<file path="src/rtl/spi_flash_master_if.sv">
`default_nettype none
// ============================================================================
// Module   : spi_flash_master_if
// Brief    : Host-side strobe/data bus between the IO decode stage and the
//            configuration-flash SPI master.
// Revision : 1.0
// ============================================================================
interface spi_flash_master_if #(
    parameter int DATA_W = 8
);
    logic              wr_data;
    logic              wr_cs;
    logic              rd_data;
    logic [DATA_W-1:0] wd;
    logic [DATA_W-1:0] rx_data;
    logic              rx_valid;
    logic              busy;

    modport master (
        output wr_data, wr_cs, rd_data, wd,
        input  rx_data, rx_valid, busy
    );

    modport slave (
        input  wr_data, wr_cs, rd_data, wd,
        output rx_data, rx_valid, busy
    );
endinterface
`default_nettype wire

</file>
<file path="src/rtl/spi_flash_master.sv">
`default_nettype none
// ============================================================================
// Module   : spi_flash_master
// Brief    : Byte-wide SPI master for the configuration flash (MSB first).
//            Default build is SPI mode 0; define SPI_MODE3_EN for SPI mode 3.
// Revision : 1.0
// ============================================================================
module spi_flash_master #(
    parameter int CLKDIV = 2,
    parameter int DATA_W = 8
) (
    input  wire logic          clk,
    input  wire logic          resetq,
    spi_flash_master_if.slave  bus,
    output logic               cs_n,
    output logic               sck,
    output logic               mosi,
    input  wire logic          miso
);

    generate
        if (DATA_W != 8) begin : g_bad_data_w
            $error("spi_flash_master: DATA_W must be 8");
        end
        if ((CLKDIV < 1) || (CLKDIV > 255)) begin : g_bad_clkdiv
            $error("spi_flash_master: CLKDIV must be in 1..255");
        end
    endgenerate

`ifdef SPI_MODE3_EN
    localparam logic IDLE_SCK       = 1'b1;
    localparam bit   SAMPLE_IN_LEAD = 1'b0;
`else
    localparam logic IDLE_SCK       = 1'b0;
    localparam bit   SAMPLE_IN_LEAD = 1'b1;
`endif

    localparam logic [7:0] DIV_LAST = 8'(CLKDIV - 1);

    typedef enum logic [1:0] {
        S_IDLE  = 2'd0,
        S_LEAD  = 2'd1,
        S_TRAIL = 2'd2,
        S_DONE  = 2'd3
    } state_t;

    state_t            state_q;
    logic [7:0]        div_q;
    logic [2:0]        bit_q;
    logic [DATA_W-1:0] shift_q;
    logic [DATA_W-1:0] rx_data_q;
    logic              rx_valid_q;
    logic              busy_q;
    logic              cs_n_q;
    logic              sck_q;
    logic              mosi_q;
    logic              div_last;

    assign div_last = (div_q == DIV_LAST);

    always_ff @(posedge clk or negedge resetq) begin
        if (!resetq) begin
            state_q    <= S_IDLE;
            div_q      <= 8'd0;
            bit_q      <= 3'd0;
            shift_q    <= '0;
            rx_data_q  <= '0;
            rx_valid_q <= 1'b0;
            busy_q     <= 1'b0;
            cs_n_q     <= 1'b1;
            sck_q      <= IDLE_SCK;
            mosi_q     <= 1'b0;
        end else begin
            if (bus.rd_data) begin
                rx_valid_q <= 1'b0;
            end
            if (bus.wr_cs) begin
                cs_n_q <= ~bus.wd[0];
            end

            case (state_q)
                S_IDLE: begin
                    if (bus.wr_data) begin
                        shift_q    <= bus.wd;
                        mosi_q     <= bus.wd[DATA_W-1];
                        bit_q      <= 3'd0;
                        div_q      <= 8'd0;
                        rx_valid_q <= 1'b0;
                        busy_q     <= 1'b1;
                        state_q    <= S_LEAD;
                    end
                end

                S_LEAD: begin
                    if (div_last) begin
                        div_q   <= 8'd0;
                        sck_q   <= ~IDLE_SCK;
                        state_q <= S_TRAIL;
                        if (SAMPLE_IN_LEAD) begin
                            shift_q <= {shift_q[DATA_W-2:0], miso};
                        end
                    end else begin
                        div_q <= div_q + 8'd1;
                    end
                end

                S_TRAIL: begin
                    if (div_last) begin
                        div_q <= 8'd0;
                        sck_q <= IDLE_SCK;
                        if (!SAMPLE_IN_LEAD) begin
                            shift_q <= {shift_q[DATA_W-2:0], miso};
                        end
                        if (bit_q == 3'd7) begin
                            state_q <= S_DONE;
                        end else begin
                            bit_q   <= bit_q + 3'd1;
                            state_q <= S_LEAD;
                            // Next MSB: mode 0 already shifted in LEAD, mode 3 shifts on this edge.
                            mosi_q  <= SAMPLE_IN_LEAD ? shift_q[DATA_W-1] : shift_q[DATA_W-2];
                        end
                    end else begin
                        div_q <= div_q + 8'd1;
                    end
                end

                S_DONE: begin
                    rx_data_q  <= shift_q;
                    rx_valid_q <= 1'b1;
                    busy_q     <= 1'b0;
                    state_q    <= S_IDLE;
                end

                default: begin
                    state_q <= S_IDLE;
                end
            endcase
        end
    end

    assign bus.rx_data  = rx_data_q;
    assign bus.rx_valid = rx_valid_q;
    assign bus.busy     = busy_q;
    assign cs_n         = cs_n_q;
    assign sck          = sck_q;
    assign mosi         = mosi_q;

endmodule
`default_nettype wire

</file>
<file path="src/flat_wrapper.sv">
// flat-port wrapper written by rule: the top's interface ports become plain ports
module spi_flash_master_flat 
#(
    parameter int CLKDIV = 2,
    parameter int DATA_W = 8
)
  (clk, resetq, cs_n, sck, mosi, miso, bus_wr_data, bus_wr_cs, bus_rd_data, bus_wd, bus_rx_data, bus_rx_valid, bus_busy);
  spi_flash_master_if #(.DATA_W(DATA_W)) bus_i ();
  input  wire logic clk;
  input  wire logic resetq;
  output logic cs_n;
  output logic sck;
  output logic mosi;
  input  wire logic miso;
  input wire logic [$bits(bus_i.wr_data)-1:0] bus_wr_data;
  input wire logic [$bits(bus_i.wr_cs)-1:0] bus_wr_cs;
  input wire logic [$bits(bus_i.rd_data)-1:0] bus_rd_data;
  input wire logic [$bits(bus_i.wd)-1:0] bus_wd;
  output wire logic [$bits(bus_i.rx_data)-1:0] bus_rx_data;
  output wire logic [$bits(bus_i.rx_valid)-1:0] bus_rx_valid;
  output wire logic [$bits(bus_i.busy)-1:0] bus_busy;
  assign bus_i.wr_data = bus_wr_data;
  assign bus_i.wr_cs = bus_wr_cs;
  assign bus_i.rd_data = bus_rd_data;
  assign bus_i.wd = bus_wd;
  assign bus_rx_data = bus_i.rx_data;
  assign bus_rx_valid = bus_i.rx_valid;
  assign bus_busy = bus_i.busy;
  spi_flash_master #(.CLKDIV(CLKDIV), .DATA_W(DATA_W)) u_core (.clk(clk), .resetq(resetq), .bus(bus_i), .cs_n(cs_n), .sck(sck), .mosi(mosi), .miso(miso));
endmodule
</file>
<file path="config.mk">
export PLATFORM = sky130hd
export DESIGN_NAME = spi_flash_master_flat
export DESIGN_NICKNAME = d
export VERILOG_FILES = /design/src/rtl/spi_flash_master_if.sv /design/src/rtl/spi_flash_master.sv /design/src/flat_wrapper.sv
export SDC_FILE = /design/constraint.sdc
export NUM_CORES = 1
export LEC_CHECK = 0
export CAP_MARGIN = 20
export CORE_MARGIN = 3
export CORE_UTILIZATION = 30
export DETAILED_ROUTE_END_ITERATION = 12
export HOLD_SLACK_MARGIN = 0.05
export PLACE_DENSITY = 0.53
export SYNTH_ARGS = -nofsm -noshare
export SYNTH_HDL_FRONTEND = slang
export SYNTH_SLANG_ARGS = --single-unit
</file>
<file path="constraint.sdc">
create_clock -name clk -period 5.3 [get_ports clk]
set_input_delay 0.53 -clock clk [delete_from_list [all_inputs] [get_ports clk]]
set_output_delay 0.53 -clock clk [all_outputs]
set_load 0.05 [all_outputs]
</file>
* Word-level counts from Yosys, hierarchy flattened
Index checks and enable logic that the tools add are counted.
** Storage, ports and cells
- Bits in registers :: 34
- Input bits :: 14
- Output and inout port bits :: 13
- Word-level logic and storage cells :: 62
** Operators by class
- $add $sub $neg :: 2
- Equality and inequality tests :: 9
- Mux-type cells :: 27
- Bitwise logic cells :: 1
- Reductions and logical operators :: 13
** Operators by type and width (count)
- $mux W8 :: 4
- $pmux W8 S2 :: 2
- $reduce_bool A2 Y1 :: 5
- $mux W3 :: 3
- $reduce_and A3 Y1 :: 3
- $add A8 B1 Y8 const B :: 1
- $eq A8 B1 Y1 const B :: 1
- $mux W1 :: 8
- $mux W2 :: 4
- $pmux W1 S2 :: 4
- $pmux W2 S4 :: 1
- $pmux W3 S2 :: 1
- $eq A2 B2 Y1 const B :: 2
- $ne A2 B1 Y1 const B :: 2
- $ne A2 B2 Y1 const B :: 2
- $reduce_and A2 Y1 :: 2
- $reduce_and A4 Y1 :: 1
- $add A3 B1 Y3 const B :: 1
- $eq A3 B3 Y1 const B :: 1
- $eq A2 B1 Y1 const B :: 1
- $logic_not A2 Y1 :: 1
- $reduce_or A2 Y1 :: 1
- $not A1 Y1 :: 1

* Longest topological paths before layout
Gate-level depths: netlist (run 1).
- Word-level depth :: 4
- Mapped depth :: 8
- Mapped depth without buffers :: 6

* Least setup slack after synthesis (run 1)
OpenSTA, ideal clock, no wires.
- Path type :: flip-flop to flip-flop
- Start :: reg u_core.state_q[1]
- End :: reg u_core.div_q[3]
- Library setup time :: 69 ps
- Arrival :: 1694 ps
- Data required time :: 5231 ps
- Path slack :: 3537 ps
- Stages on the path, launching flop included :: 8
- Cell sequence :: dfrtp_1 > inv_1 > ha_1 > buf_2 > inv_1 > a21o_2 > or4_1 > nand3_1
** Between the ends
- Longest elaborated chain between the ends :: 4
** RTL lines
- from (decl) :: line spi_flash_master.sv:47 : state_t state_q;
- from (signal assigned) :: line spi_flash_master.sv:63 : state_q <= S_IDLE;
- from (signal assigned) :: line spi_flash_master.sv:90 : state_q <= S_LEAD;
- from (signal assigned) :: line spi_flash_master.sv:98 : state_q <= S_TRAIL;
- $eq A2 B1 Y1 or $eq A2 B2 Y1 (tied branches) :: line spi_flash_master.sv:81 : case (state_q)
- $reduce_or A2 Y1 (no source line)
- $reduce_bool A2 Y1 (no source line)
- $reduce_and A2 Y1 (no source line)
- to (signal assigned) :: line spi_flash_master.sv:103 : div_q <= div_q + 8'd1;
- to (signal assigned) :: line spi_flash_master.sv:123 : div_q <= div_q + 8'd1;
- to (decl) :: line spi_flash_master.sv:48 : logic [7:0] div_q;
Several ways; a longest one is shown, not always the timed one.
A chain may end at the register's enable or synchronous reset.

* Final worst setup path (run 1)
- Start :: reg u_core.cs_n_q, in the netlist u_core.cs_n
- End :: out cs_n
** RTL lines
- from (decl) :: line spi_flash_master.sv:54 : logic cs_n_q;
- from (signal assigned) :: line spi_flash_master.sv:78 : cs_n_q <= ~bus.wd[0];
- to (decl) :: line flat_wrapper.sv:11 : output logic cs_n;
No word-level cell between the ends.

==> flow_metrics.tcl, run 1 <==
set metrics [dict create \
    setup_ws_ps 3157 \
    synth-main-ff-cell "dfrtp_1" \
    ys_seq_area_frac 0.4742 \
    final_max_slew_viol_count 0 \
    clk_path_buf_depth 2 \
    muxShareOfSynthArea 0.08914 \
    overflow 0 \
    syn_inst 166 \
    critical_path_class "reg -> out" \
    power_density_nw_per_um2 225.2 \
    leakagePower_nw 0.9784 \
    io_pins 27 \
    grt_pass1_wl_mm 6.775 \
    final_antenna_net_count 0 \
    setup_viol 0 \
    drive_gt1_frac 0.1856 \
    rsz0062_at_grt "no" \
    cpPeakStageDelay_ps 790 \
    cts_root_buffer "clkbuf_8" \
    layout.nets 215 \
    final_hold_viol_count 0 \
    clock_sinks 34 \
    synth-simple-area-share 0.1476 \
    grt_usage 0.1199 \
    synth_fa_ha_area_frac 0.05571 \
    h-tree-depth 2 \
    grt_max_degree 35 \
    hold_buffers 0 \
    fp.dieH_um 83.39 \
    maxCapViolations 0 \
    outcome "completed" \
    synth-edff-count 0 \
    firstDrtPassIters 4 \
    antenna_cells 0 \
    crit_path_max_fanout 2 \
    grt_pass1_vias 1368 \
    worstRegToRegCells 6 \
    cp.arrival_ps 1610 \
    cts_tree "built" \
    insertion_delay_ps 290 \
    hold_path.class "reg -> reg" \
    crit_path_start_kind "flip-flop" \
    antenna_found_initial 0 \
    fin_crit_sh 0.4043 \
    vias_per_cell 4.906 \
    vias 1305 \
    n_fill_cell 535 \
    syn_area_per_cell_um2 10.82 \
    power_mw 0.4974 \
    setup_tns_ps 0 \
    cp.depth 1 \
    routed_wl_mm 3.830 \
    critPathBufInv 1 \
    initial_core_util 0.3185 \
    areaGrowthSynthToFinish_pct 22.91 \
    cp_top_family "buffers and inverters" \
    core_um2 5642 \
    synth_top_family_by_area "compound AO/OA/AOI/OAI gates" \
    synth_nets 188 \
    worstMarginPinSlew_ps 586.5 \
    synth_compound_area_frac 0.1720 \
    die_area_um2 6954 \
    crit_required_ps 4770 \
    rows 27 \
    peakVddDrop_mv 0.1256 \
    portBuffers 26 \
    period_needed_ps 2143 \
    slew_headroom 0.5978 \
    synth.distinct_cells 51 \
    syn_area_um2 1797 \
    post_drt_wl_per_cell_um 14.40 \
    cp-end-kind "output pin" \
    yosys_warnings 0 \
    drc_errors 0 \
    place_congestion 0.8253 \
    critPathSlowestCell "clkdlybuf4s50_1" \
    numCtsBuffers 5 \
    worstHoldPathCells 2 \
    fin_worst_skew_ps 5.780 \
    fp.dieW_um 83.39 \
    first_iter_violations 66 \
    ys_ff_latch 34 \
    crit_chain "clkdlybuf4s50_1" \
    pre_cts_ws_ps 3058 \
    synth-xor-area-share 0.004875 \
    cts_resized 0 \
    post_cts_buffers 0 \
    clkTransAtPathRegs_ps 70 \
    timing.fmax_mhz 466.7 \
    postSynth.asyncResetShare 1.000 \
    dp_hpwl_mm 2.704 \
]
## metal layers
layer	GRT usage	vias to the layer above	wire length (um)
li1	-	649	-
met1	0.1573	629	1888
met2	0.1866	23	1717
met3	0.03175	4	180
met4	0.04903	0	44
met5	0	-	0
## synthesized netlist by cell type, types with 4 or more instances
library cell  number  area share
dfrtp_1           33        0.46
a21oi_1            5       0.014
ha_1               8       0.056
a21oi_2            8       0.039
mux2i_1            4       0.022
o21ai_0            6       0.017
o22ai_1            8       0.028
nand2_1           12       0.025
nor2_1             6       0.013
inv_1             16       0.033
nand3_1            4       0.011
mux2_2             8       0.050
## state kept, by name, indices dropped and copies added (netlist names)
register	count
u_core.bus.rx_data	8
u_core.shift_q	8
u_core.mosi	1
u_core.sck	1
u_core.bit_q	3
u_core.cs_n	1
u_core.div_q	8
u_core.bus.rx_valid	1
u_core.bus.busy	1
u_core.state_q	2
## per-stage QoR
stage | hold WS (ps) | instances | cell area (um^2) | utilization
floorplan | 234.4 | 166 | 1797 | -
global placement | 459.2 | 258 | 2113 | 0.3746
detailed placement | 458.8 | 258 | 2113 | 0.3746
CTS | 468.3 | 266 | 2208 | 0.3914
global route | 488.8 | 266 | 2208 | 0.3914
finish | 463.2 | 266 | 2208 | 0.3914
## cell families after synthesis
| family | after synthesis |
|---|---|
| buf+inv | 23 |
| simple gates | 43 |
| fa+ha+maj | 8 |
| mux | 14 |
| xor+xnor | 1 |
| flops | 34 |
| compound gates | 43 |
## cells in the final DEF, fill, tap and decap left out, types with 2 or more instances in the layout
| cell | count |
|---|---|
| nor2b_1 | 2 |
| o211ai_1 | 2 |
| mux2_4 | 2 |
| mux2i_1 | 4 |
| a211oi_1 | 2 |
| a21oi_1 | 5 |
| dfrtp_1 | 33 |
| inv_1 | 16 |
| o22ai_1 | 8 |
| clkbuf_8 | 6 |
| nor3_1 | 2 |
| ha_1 | 8 |
| a21o_2 | 2 |
| nand3_1 | 4 |
| nor2_1 | 6 |
| and3_1 | 2 |
| mux2_2 | 8 |
| nand2_1 | 12 |
| clkdlybuf4s50_1 | 26 |
| o21ai_0 | 6 |
| a21oi_2 | 8 |
## area by class of cell
type	instances	area, um^2	area share
clock buffers	6	82.58	0.03739
clock inverters	2	12.51	0.005666
well taps	72	90.09	0.04079
flip-flops and latches	34	852.1	0.3858
multi-input cells	109	843.3	0.3819
repair buffers	27	267.8	0.1212
inverters	16	60.06	0.02720
## report_power, final
part	internal [mW]	switching [mW]
logic	0.0133	0.0129
clock network	0.104	0.101
registers	0.263	0.00264
## path summary, 6_finish.rpt
kind / startpoint / to / slack, ps
min in group asynchronous: resetq / u_core.div_q[2]$_DFFE_PN0P_ / 650
worst max register to register: u_core.state_q[1]$_DFFE_PN0P_ / u_core.div_q[3]$_DFFE_PN0P_ / 3220
worst min register to register: u_core.cs_n$_DFFE_PN1P_ / u_core.cs_n$_DFFE_PN1P_ / 460
worst max-delay path: u_core.cs_n$_DFFE_PN1P_ / cs_n / 3160
worst min-delay path: u_core.cs_n$_DFFE_PN1P_ / u_core.cs_n$_DFFE_PN1P_ / 460
max in group asynchronous: resetq / u_core.cs_n$_DFFE_PN1P_ / 4310
Note: power is estimated with default switching activity, not from simulation.
==> inputs of run 2 (changes only) <==
PLACE_DENSITY = 0.55   (was 0.53)
clock period = 1.95 ns   (was 5.3 ns; I/O delays follow)
==> run 2 against run 1 <==
Effect of this change:
- via count rose by 2.2%
- global-route usage is essentially flat
- wire length rose by 1.4%
- total power increased to 3.2 times the previous value
- final cell count is 3.0% higher
- sequential power increased to 2.7 times the previous value
- sequential share of layout area down 1.8 points
- largest power group is now the clock network
==> flow_metrics.tcl, run 2 (synthesis results as in run 1) <==
set metrics [dict create \
    slew_headroom 0.6523 \
    cts_resized 0 \
    vias 1334 \
    final_hold_viol_count 0 \
    power_density_nw_per_um2 685.0 \
    antenna_found_initial 0 \
    vias_per_cell 4.869 \
    outcome "completed" \
    peakVddDrop_mv 0.3983 \
    leakagePower_nw 1.037 \
    maxCapViolations 0 \
    crit_path_max_fanout 6 \
    worstMarginPinSlew_ps 519.9 \
    critPathSlowestCell "or4_1" \
    timing.fmax_mhz 549.0 \
    grt_pass1_wl_mm 6.596 \
    grt_usage 0.1201 \
    critPathBufInv 2 \
    setup_viol 0 \
    dp_hpwl_mm 2.781 \
    period_needed_ps 1821 \
    final_antenna_net_count 0 \
    grt_max_degree 35 \
    cp_top_family "simple AND/OR/NAND/NOR gates" \
    antenna_cells 0 \
    worstRegToRegCells 6 \
    dp_cells 266 \
    reg2reg_slack_ps 130 \
    cts_root_buffer "clkbuf_8" \
    areaGrowthSynthToFinish_pct 28.90 \
    setup_tns_ps 0 \
    first_iter_violations 72 \
    layout.nets 223 \
    firstDrtPassIters 4 \
    r2r-end "u_core.div_q[3]$_DFFE_PN0P_" \
    post_cts_buffers 0 \
    core_um2 5642 \
    drc_errors 0 \
    h-tree-depth 2 \
    crit_required_ps 2180 \
    fin_worst_skew_ps 8.586 \
    hold_path.class "in -> async" \
    crit_top_cell "inv_1" \
    final_max_slew_viol_count 0 \
    cp.arrival_ps 2060 \
    portBuffers 26 \
    clkTransAtPathRegs_ps 80 \
    routed_wl_mm 3.885 \
    rsz0062_at_grt "no" \
    clock_sinks 34 \
    overflow 0 \
    drive_gt1_frac 0.2277 \
    critical_path_class "reg -> reg" \
    hold_buffers 0 \
    cpPeakStageDelay_ps 470 \
    initial_core_util 0.3185 \
    fin_crit_sh 0.9341 \
    final_util 0.4105 \
    final_cell_mix "33 x dfrtp_1, 26 x clkdlybuf4s50_1, 16 x inv_1, 12 x nand2_1, 9 x buf_4" \
    insertion_delay_ps 290 \
    cp-end-kind "flip-flop" \
    io_pins 27 \
    die_area_um2 6954 \
    crit_chain "inv_1 > ha_2 > inv_1 > a21o_2 > or4_1 > nand3_1" \
    fp.dieH_um 83.39 \
    grt_pass1_vias 1364 \
    fin_cells 274 \
    clk_path_buf_depth 2 \
    numCtsBuffers 5 \
    final_common_cell "dfrtp_1" \
    reg2reg_from "u_core.state_q[1]$_DFFE_PN0P_" \
    post_drt_wl_per_cell_um 14.18 \
    fp.dieW_um 83.39 \
    place_congestion 0.7759 \
    rows 27 \
    cts_tree "built" \
    crit_path_start_kind "flip-flop" \
]
-- run 2: cell count changes in the layout (fill, tap and decap cells not counted), sizes merged --
cell      before  now
clkbuf         6    5
bufinv         0    2
buf            1    9
clkinvlp       1    0
-- run 2: layout make-up --
class | instances | area, um^2
fillers | 546 | 3326
flip-flops and latches | 34 | 852.1
multi-input cells | 109 | 848.3
repair buffers | 35 | 327.8
well taps | 72 | 90.09
clock buffers | 5 | 68.82
clock inverters | 3 | 68.82
inverters | 16 | 60.06
-- run 2: metrics by stage --
step           hold slack, ps  power (mW)  setup slack, ps  area [um^2]
2_1_floorplan          -100.6      0.7568            186.8         1797
3_5_place_dp            466.1      0.8121            89.53         2173
5_1_grt                 367.9       1.650            24.94         2316
4_1_cts                 324.8       1.611            75.64         2311
3_3_place_gp            454.5      0.8116            152.6         2173
6_report                308.4       1.586            128.6         2316
-- run 2: how the worst max path moves through the flow --
stage,cells after the start,startpoint,endpoint,slack [ps]
6_report,6,u_core.state_q[1]$_DFFE_PN0P_,u_core.div_q[3]$_DFFE_PN0P_,130
5_1_grt,6,u_core.state_q[1]$_DFFE_PN0P_,u_core.div_q[3]$_DFFE_PN0P_,20
4_1_cts,6,u_core.state_q[1]$_DFFE_PN0P_,u_core.bit_q[2]$_DFFE_PN0P_,80
3_5_place_dp,6,u_core.state_q[1]$_DFFE_PN0P_,u_core.bit_q[2]$_DFFE_PN0P_,90
3_3_place_gp,6,u_core.state_q[0]$_DFFE_PN0P_,u_core.bit_q[1]$_DFFE_PN0P_,150
2_1_floorplan,7,u_core.state_q[1]$_DFFE_PN0P_,u_core.div_q[3]$_DFFE_PN0P_,190
-- run 2: power breakdown --
part	total [mW]	switching, mW	internal, mW
Sequential	0.723	0.00712	0.716
Clock	0.790	0.278	0.512
Combinational	0.0735	0.0361	0.0375
Total	1.59	0.321	1.27
-- run 2: routing by layer --
layer | track usage | share of wire | vias up | routed length, um
li1 | - | - | 662 | -
met1 | 0.1555 | 0.48 | 641 | 1876
met2 | 0.1837 | 0.46 | 23 | 1777
met3 | 0.03075 | 0.033 | 8 | 128
met4 | 0.06241 | 0.026 | 0 | 102
met5 | 0 | 0 | - | 0
